[config.mk]
export PLATFORM = sky130hd
export DESIGN_NAME = risc16_fetch_flat
export DESIGN_NICKNAME = d
export VERILOG_FILES = /design/src/rtl/risc16_fetch_if.sv /design/src/rtl/risc16_fetch.sv /design/src/flat_wrapper.sv
export SDC_FILE = /design/constraint.sdc
export NUM_CORES = 1
export LEC_CHECK = 0
export CAP_MARGIN = 20
export CORE_AREA = 4 4 125 127
export CTS_CLUSTER_DIAMETER = 80
export DETAILED_ROUTE_END_ITERATION = 16
export DIE_AREA = 0 0 129 131
export GPL_ROUTABILITY_DRIVEN = 1
export PLACE_DENSITY = 0.79
export SETUP_SLACK_MARGIN = 0.15
export SYNTH_ARGS = -nofsm -noshare
export SYNTH_HDL_FRONTEND = slang
export SYNTH_SLANG_ARGS = --single-unit
[constraint.sdc]
create_clock -name clk -period 3.8 [get_ports clk]
set_input_delay 1.14 -clock clk [delete_from_list [all_inputs] [get_ports clk]]
set_output_delay 1.14 -clock clk [all_outputs]
set_load 0.02 [all_outputs]
[src/rtl/risc16_fetch_if.sv]
// ---------------------------------------------------------------------------
// risc16_fetch_if
//
// Bundles the fetch unit's two external buses:
//   * instruction-memory read port : imem_en, imem_addr (to memory),
//                                    imem_data (from memory, one cycle later)
//   * core-side port               : redirect, redirect_pc, out_ready (from core),
//                                    out_valid, out_instr, out_pc (to core)
//
// Modports:
//   master - the fetch unit itself
//   slave  - the environment (instruction memory + decode/execute stage)
// ---------------------------------------------------------------------------
interface risc16_fetch_if #(
    parameter int ADDR_W = 16
);
    // Instruction memory read port
    logic              imem_en;
    logic [ADDR_W-1:0] imem_addr;
    logic [15:0]       imem_data;

    // Core control-flow redirect
    logic              redirect;
    logic [ADDR_W-1:0] redirect_pc;

    // Instruction hand-off to the core
    logic              out_valid;
    logic              out_ready;
    logic [15:0]       out_instr;
    logic [ADDR_W-1:0] out_pc;

    modport master (
        output imem_en, imem_addr,
        input  imem_data,
        input  redirect, redirect_pc,
        output out_valid, out_instr, out_pc,
        input  out_ready
    );

    modport slave (
        input  imem_en, imem_addr,
        output imem_data,
        output redirect, redirect_pc,
        input  out_valid, out_instr, out_pc,
        output out_ready
    );
endinterface

[src/rtl/risc16_fetch.sv]
// ---------------------------------------------------------------------------
// risc16_fetch
//
// Instruction-fetch front end for the RISC16 core. Holds the fetch PC, issues
// word reads to a synchronous instruction memory, buffers returned words in a
// DEPTH-entry prefetch queue and presents instruction/PC pairs to the core
// over a valid/ready handshake. A redirect from the core flushes the queue and
// drops any read still in flight.
//
// Ports:
//   clk  - system clock, rising edge
//   rst  - synchronous, active-high reset
//   bus  - risc16_fetch_if.master
//            imem_en/imem_addr   : read request (combinational)
//            imem_data           : read data, valid the cycle after imem_en
//            redirect/redirect_pc: restart fetch at redirect_pc
//            out_valid/out_ready : hand-off handshake
//            out_instr/out_pc    : queue head contents (0 while empty)
// ---------------------------------------------------------------------------
module risc16_fetch #(
    parameter int                ADDR_W   = 16,
    parameter int                DEPTH    = 4,
    parameter logic [ADDR_W-1:0] RESET_PC = '0
) (
    input logic             clk,
    input logic             rst,
    risc16_fetch_if.master  bus
);
    localparam int PTR_W = (DEPTH > 1) ? $clog2(DEPTH) : 1;
    localparam int CNT_W = PTR_W + 1;

    // Control state
    logic [ADDR_W-1:0] fetch_pc_q, fetch_pc_d;
    logic [ADDR_W-1:0] req_pc_q,   req_pc_d;
    logic              pending_q,  pending_d;
    logic [PTR_W-1:0]  head_q,     head_d;
    logic [PTR_W-1:0]  tail_q,     tail_d;
    logic [CNT_W-1:0]  count_q,    count_d;

    // Queue storage (data only, never reset)
    logic [15:0]       instr_q [DEPTH];
    logic [ADDR_W-1:0] pc_q    [DEPTH];

    logic              issue;
    logic              push;
    logic              pop;
    logic              not_empty;
    logic [CNT_W-1:0]  credit;

    always_comb begin
        not_empty = (count_q != '0);

        // Slots already promised: stored words plus the read in flight.
        // A pop this cycle is deliberately not credited, keeping the
        // issue decision independent of out_ready.
        credit = count_q + CNT_W'(pending_q);
        issue  = !rst && !bus.redirect && (credit < CNT_W'(DEPTH));

        // A redirect discards the word returning this cycle.
        push   = pending_q && !rst && !bus.redirect;
        pop    = not_empty && bus.out_ready;

        fetch_pc_d = fetch_pc_q;
        req_pc_d   = req_pc_q;
        pending_d  = issue;
        head_d     = head_q;
        tail_d     = tail_q;
        count_d    = count_q;

        if (issue) begin
            fetch_pc_d = fetch_pc_q + 1'b1;
            req_pc_d   = fetch_pc_q;
        end

        if (bus.redirect) begin
            // Flush wins over push/pop; a pop in this cycle was still
            // consumed by the core, its entry simply disappears with the rest.
            fetch_pc_d = bus.redirect_pc;
            pending_d  = 1'b0;
            head_d     = '0;
            tail_d     = '0;
            count_d    = '0;
        end else begin
            if (push) begin
                tail_d = tail_q + 1'b1;
            end
            if (pop) begin
                head_d = head_q + 1'b1;
            end
            case ({push, pop})
                2'b10:   count_d = count_q + 1'b1;
                2'b01:   count_d = count_q - 1'b1;
                default: count_d = count_q;
            endcase
        end
    end

    always_ff @(posedge clk) begin
        if (rst) begin
            fetch_pc_q <= RESET_PC;
            req_pc_q   <= RESET_PC;
            pending_q  <= 1'b0;
            head_q     <= '0;
            tail_q     <= '0;
            count_q    <= '0;
        end else begin
            fetch_pc_q <= fetch_pc_d;
            req_pc_q   <= req_pc_d;
            pending_q  <= pending_d;
            head_q     <= head_d;
            tail_q     <= tail_d;
            count_q    <= count_d;
        end
    end

    always_ff @(posedge clk) begin
        if (push) begin
            instr_q[tail_q] <= bus.imem_data;
            pc_q[tail_q]    <= req_pc_q;
        end
    end

    assign bus.imem_en   = issue;
    assign bus.imem_addr = fetch_pc_q;
    assign bus.out_valid = not_empty;
    // Head storage is masked while empty so stale entries never show.
    assign bus.out_instr = not_empty ? instr_q[head_q] : '0;
    assign bus.out_pc    = not_empty ? pc_q[head_q]    : '0;

endmodule

[src/flat_wrapper.sv]
// flat-port wrapper written by rule: the top's interface ports become plain ports
module risc16_fetch_flat 
#(
    parameter int                ADDR_W   = 16,
    parameter int                DEPTH    = 4,
    parameter logic [ADDR_W-1:0] RESET_PC = '0
)
  (clk, rst, bus_imem_en, bus_imem_addr, bus_imem_data, bus_redirect, bus_redirect_pc, bus_out_valid, bus_out_instr, bus_out_pc, bus_out_ready);
  risc16_fetch_if #(.ADDR_W(ADDR_W)) bus_i ();
  input logic clk;
  input logic rst;
  output wire logic [$bits(bus_i.imem_en)-1:0] bus_imem_en;
  output wire logic [$bits(bus_i.imem_addr)-1:0] bus_imem_addr;
  input wire logic [$bits(bus_i.imem_data)-1:0] bus_imem_data;
  input wire logic [$bits(bus_i.redirect)-1:0] bus_redirect;
  input wire logic [$bits(bus_i.redirect_pc)-1:0] bus_redirect_pc;
  output wire logic [$bits(bus_i.out_valid)-1:0] bus_out_valid;
  output wire logic [$bits(bus_i.out_instr)-1:0] bus_out_instr;
  output wire logic [$bits(bus_i.out_pc)-1:0] bus_out_pc;
  input wire logic [$bits(bus_i.out_ready)-1:0] bus_out_ready;
  assign bus_imem_en = bus_i.imem_en;
  assign bus_imem_addr = bus_i.imem_addr;
  assign bus_i.imem_data = bus_imem_data;
  assign bus_i.redirect = bus_redirect;
  assign bus_i.redirect_pc = bus_redirect_pc;
  assign bus_out_valid = bus_i.out_valid;
  assign bus_out_instr = bus_i.out_instr;
  assign bus_out_pc = bus_i.out_pc;
  assign bus_i.out_ready = bus_out_ready;
  risc16_fetch #(.ADDR_W(ADDR_W), .DEPTH(DEPTH), .RESET_PC(RESET_PC)) u_core (.clk(clk), .rst(rst), .bus(bus_i));
endmodule
==> results.sh <==
export IMPL_status="finished clean"
export IMPL_yosys_area_share_xor_xnor_pct=1.13
export IMPL_clockRootBuffer="clkbuf_16"
export IMPL_hold_viol_final=0
export IMPL_die_h_um=131
export IMPL_synth_edf_count=128
export IMPL_slowest_delay_ns=0.42
export IMPL_yosys_area_share_simple_pct=9.73
export IMPL_slew_headroom_pct=67.0
export IMPL_cp_cell_sequence="clkdlybuf4s50_1 > or2_1 > nor2_1 > dlygate4sd2_1"
export IMPL_nets=578
export IMPL_final_setup_viol_count=0
export IMPL_first_iter_violations=317
export IMPL_tns_ns=0
export IMPL_pwr_share_comb_pct=4.3
export IMPL_start_util_pct=47.5
export IMPL_rrSetupSlack_ns=1.29
export IMPL_cts_setup_buffers=0
export IMPL_cp_buffers_inverters=2
export IMPL_irDropWorstVdd_v=0.000323
export IMPL_first_global_vias=4292
export IMPL_htree_levels=4
export IMPL_r2r_start="u_core.count_q[2]$_SDFFE_PN0P_"
export IMPL_end_kind="primary output"
export IMPL_viasPerCell=5.67
export IMPL_clockBufferDepth=2
export IMPL_clock_sinks=170
export IMPL_hp_start="u_core.req_pc_q[13]$_SDFFE_PP0P_"
export IMPL_ant_nets=0
export IMPL_finalMaxSlewViolations=0
export IMPL_dp_slack_ns=0.0396
export IMPL_cp_top_family="buffers and inverters"
export IMPL_synth_nets=490
export IMPL_finalPower_mw=4.02
export IMPL_arrival_ns=2.33
export IMPL_synth_compound_area_share_pct=6.33
export IMPL_synth_fa_ha_area_share_pct=1.39
export IMPL_crit_path_start_kind="primary input"
export IMPL_pwr_share_seq_pct=50.9
export IMPL_yosysUniqueCellTypes=39
export IMPL_fin_crit_ns=3.47
export IMPL_cpMaxStageDelayCell="clkdlybuf4s50_1"
export IMPL_power_internal_mw=3.23
export IMPL_leakagePower_nw=2.84
export IMPL_io_pins=86
export IMPL_wl_um=13800
export IMPL_drc=0
export IMPL_min_to="u_core.pc_q[2][13]$_DFFE_PP_"
export IMPL_grt_usage_pct=17.2
export IMPL_pwr_share_clk_pct=44.7
export IMPL_async_reset_ff_share_pct=0
export IMPL_syn_area_um2=6850
export IMPL_antennaDiodeCount=0
export IMPL_avgSynthCellArea_um2=15.3
export IMPL_worstReg2RegEnd="u_core.count_q[2]$_SDFFE_PN0P_"
export IMPL_ys_seq_area_share_pct=68.3
export IMPL_rr_worst_depth=9
export IMPL_core_area_um2=14400
export IMPL_overflow=0
export IMPL_worst_pin_slew_ns=0.496
export IMPL_vias=4149
export IMPL_skew_ns=0.00635
export IMPL_antenna_found_initial=0
export IMPL_cts_tree="built"
export IMPL_synth_top_family_by_area="multiplexers"
export IMPL_dieArea_um2=16900
export IMPL_hold_buffers=0
export IMPL_power_density_nw_per_um2=468
export IMPL_ys_ff_latch=170
export IMPL_fmax_mhz=288
export IMPL_worst_setup_path_type="in2out"
export IMPL_finalWeightedCongestion=0.828
export IMPL_drv_cap=0
export IMPL_synth_mux_area_share_pct=10.7
export IMPL_min_path_cells=0
export IMPL_drive_gt1_share_pct=14.6
export IMPL_wire_per_inst_um=18.9
export IMPL_crit_required_ns=2.66
export IMPL_ys_warn_count=0
export IMPL_swShare_pct=19.6
export IMPL_die_x_um=129
export IMPL_clk_latency_ns=0.42
export IMPL_firstDrtPassIters=7
export IMPL_port_buffer_count=85
export IMPL_path_clk_slew_ns=0.06
export IMPL_rsz0062_at_grt="false"
export IMPL_hpwl_um=8570
export IMPL_p_switching_mw=0.786
export IMPL_hold_path_class="reg2reg"
export IMPL_fin_util_pct=59.5
export IMPL_syn_inst=447
export IMPL_worst_slack_ns=0.327
export IMPL_grt_pass1_wl_um=22200
export IMPL_critPathMaxFanout=2
export IMPL_row_count=44
export IMPL_ys_flop_type="edfxtp_1"
export IMPL_finalCritPeriodShare_pct=91.4
export IMPL_grt_max_degree=42
export IMPL_area_delta_synth_final_pct=25.3
export IMPL_cts_buffers=17
## cell usage in the layout, fill, tap and decap left out, drive strengths merged, types with 4 or more instances in the layout
master,netlist,layout
ha,6,6
o31ai,6,6
xnor2,4,4
a311oi,11,11
xor2,4,4
clkinv,1,7
clkdlybuf4s50,0,84
mux4,32,32
bufinv,0,4
o21ai,21,21
dfxtp,42,42
buf,11,15
nand4,4,4
inv,6,6
clkbuf,20,20
nor2,24,24
and3,6,6
or3,5,5
and2,35,35
edfxtp,128,128
a21oi,19,19
or4,8,8
nand3,22,22
nand2,14,14
## Yosys cell counts (all sizes together), types with 2 or more instances
library cell / count / share of area [%]
edfxtp: 128 / 56
dfxtp: 42 / 12
and2: 35 / 3.2
mux4: 32 / 11
nor2: 24 / 1.3
nand3: 22 / 1.7
o21ai: 21 / 1.5
clkbuf: 20 / 1.1
a21oi: 19 / 1.4
nand2: 14 / 0.77
a311oi: 11 / 1.4
buf: 11 / 0.93
or4: 8 / 0.88
and3: 6 / 0.55
ha: 6 / 1.1
inv: 6 / 0.33
o31ai: 6 / 0.66
or3: 5 / 0.46
nand4: 4 / 0.37
xnor2: 4 / 0.62
xor2: 4 / 0.51
a2111oi: 2 / 0.26
a211oi: 2 / 0.22
a31oi: 2 / 0.18
and4: 2 / 0.26
o41a: 2 / 0.33
## kinds of logic (layout without fill, tap and decap cells)
kind of cell               count (synthesis)  after routing
DFF                                      170            170
and+or+nand+nor                          123            123
AOI/OAI and AO/OA                         68             68
buffers and inverters                     38            139
muxes                                     33             33
xor gates and xnor gates                   8              8
adders and majority gates                  7              7
## repair_timing
action | CTS | global route
hold endpoints to repair | 0 | 0
resized for setup | 1 | 0
endpoints found under the setup margin | 1 | 0
## registers in the layout, summed over array words and instances, names as in the netlist, named ones only
name / flops
u_core.head_q: 2
u_core.pending_q: 1
u_core.tail_q: 2
u_core.instr_q: 64
u_core.count_q: 3
u_core.req_pc_q: 16
u_core.pc_q: 64
u_core.bus.imem_addr: 16
## power groups by stage
stage                     registers (mW)  logic [mW]  clock network (mW)
after floorplan                     2.09      0.0698                   0
after global placement              2.08       0.169                   0
after detailed placement            2.09       0.175                   0
after CTS                           2.05       0.176                1.82
after global routing                2.05       0.190                1.91
final                               2.05       0.175                1.80
## area by class of cell
class                   count  area [µm²]
repair buffers            100        1010
clock inverters            12         171
flip-flops and latches    170        4690
inverters                   7        26.3
fillers                  1076        5840
well taps                 184         230
clock buffers              20         457
multi-input cells         239        2000
## per-stage QoR
| step | hold WS [ns] | cells | area, µm² |
|---|---|---|---|
| final | 0.500 | 732 | 8590 |
| after global routing | 0.532 | 732 | 8590 |
| after CTS | 0.498 | 732 | 8590 |
| after detailed placement | 0.487 | 700 | 7960 |
| after global placement | 0.471 | 700 | 7960 |
| after floorplan | 0.454 | 447 | 6850 |
## routing by layer
metal | up-vias | track usage, % | wire length [µm]
met2 | 159 | 28.2 | 6800
li1 | 1918 | - | -
met3 | 18 | 4.31 | 849
met1 | 2054 | 22.6 | 5980
met4 | 0 | 6.05 | 172
met5 | - | 0 | 0
## worst max-delay path by stage
stage	slack, ns	from	to	cells past startpoint
floorplan	0.50	rst	bus_imem_en	5
global placement	0.05	bus_redirect	bus_imem_en	4
detailed placement	0.04	bus_redirect	bus_imem_en	4
CTS	0.30	register	bus_out_pc[7]	4
global route	0.23	register	bus_out_pc[6]	4
finish	0.33	bus_redirect	bus_imem_en	4
Note: power is estimated with default switching activity, not from simulation.
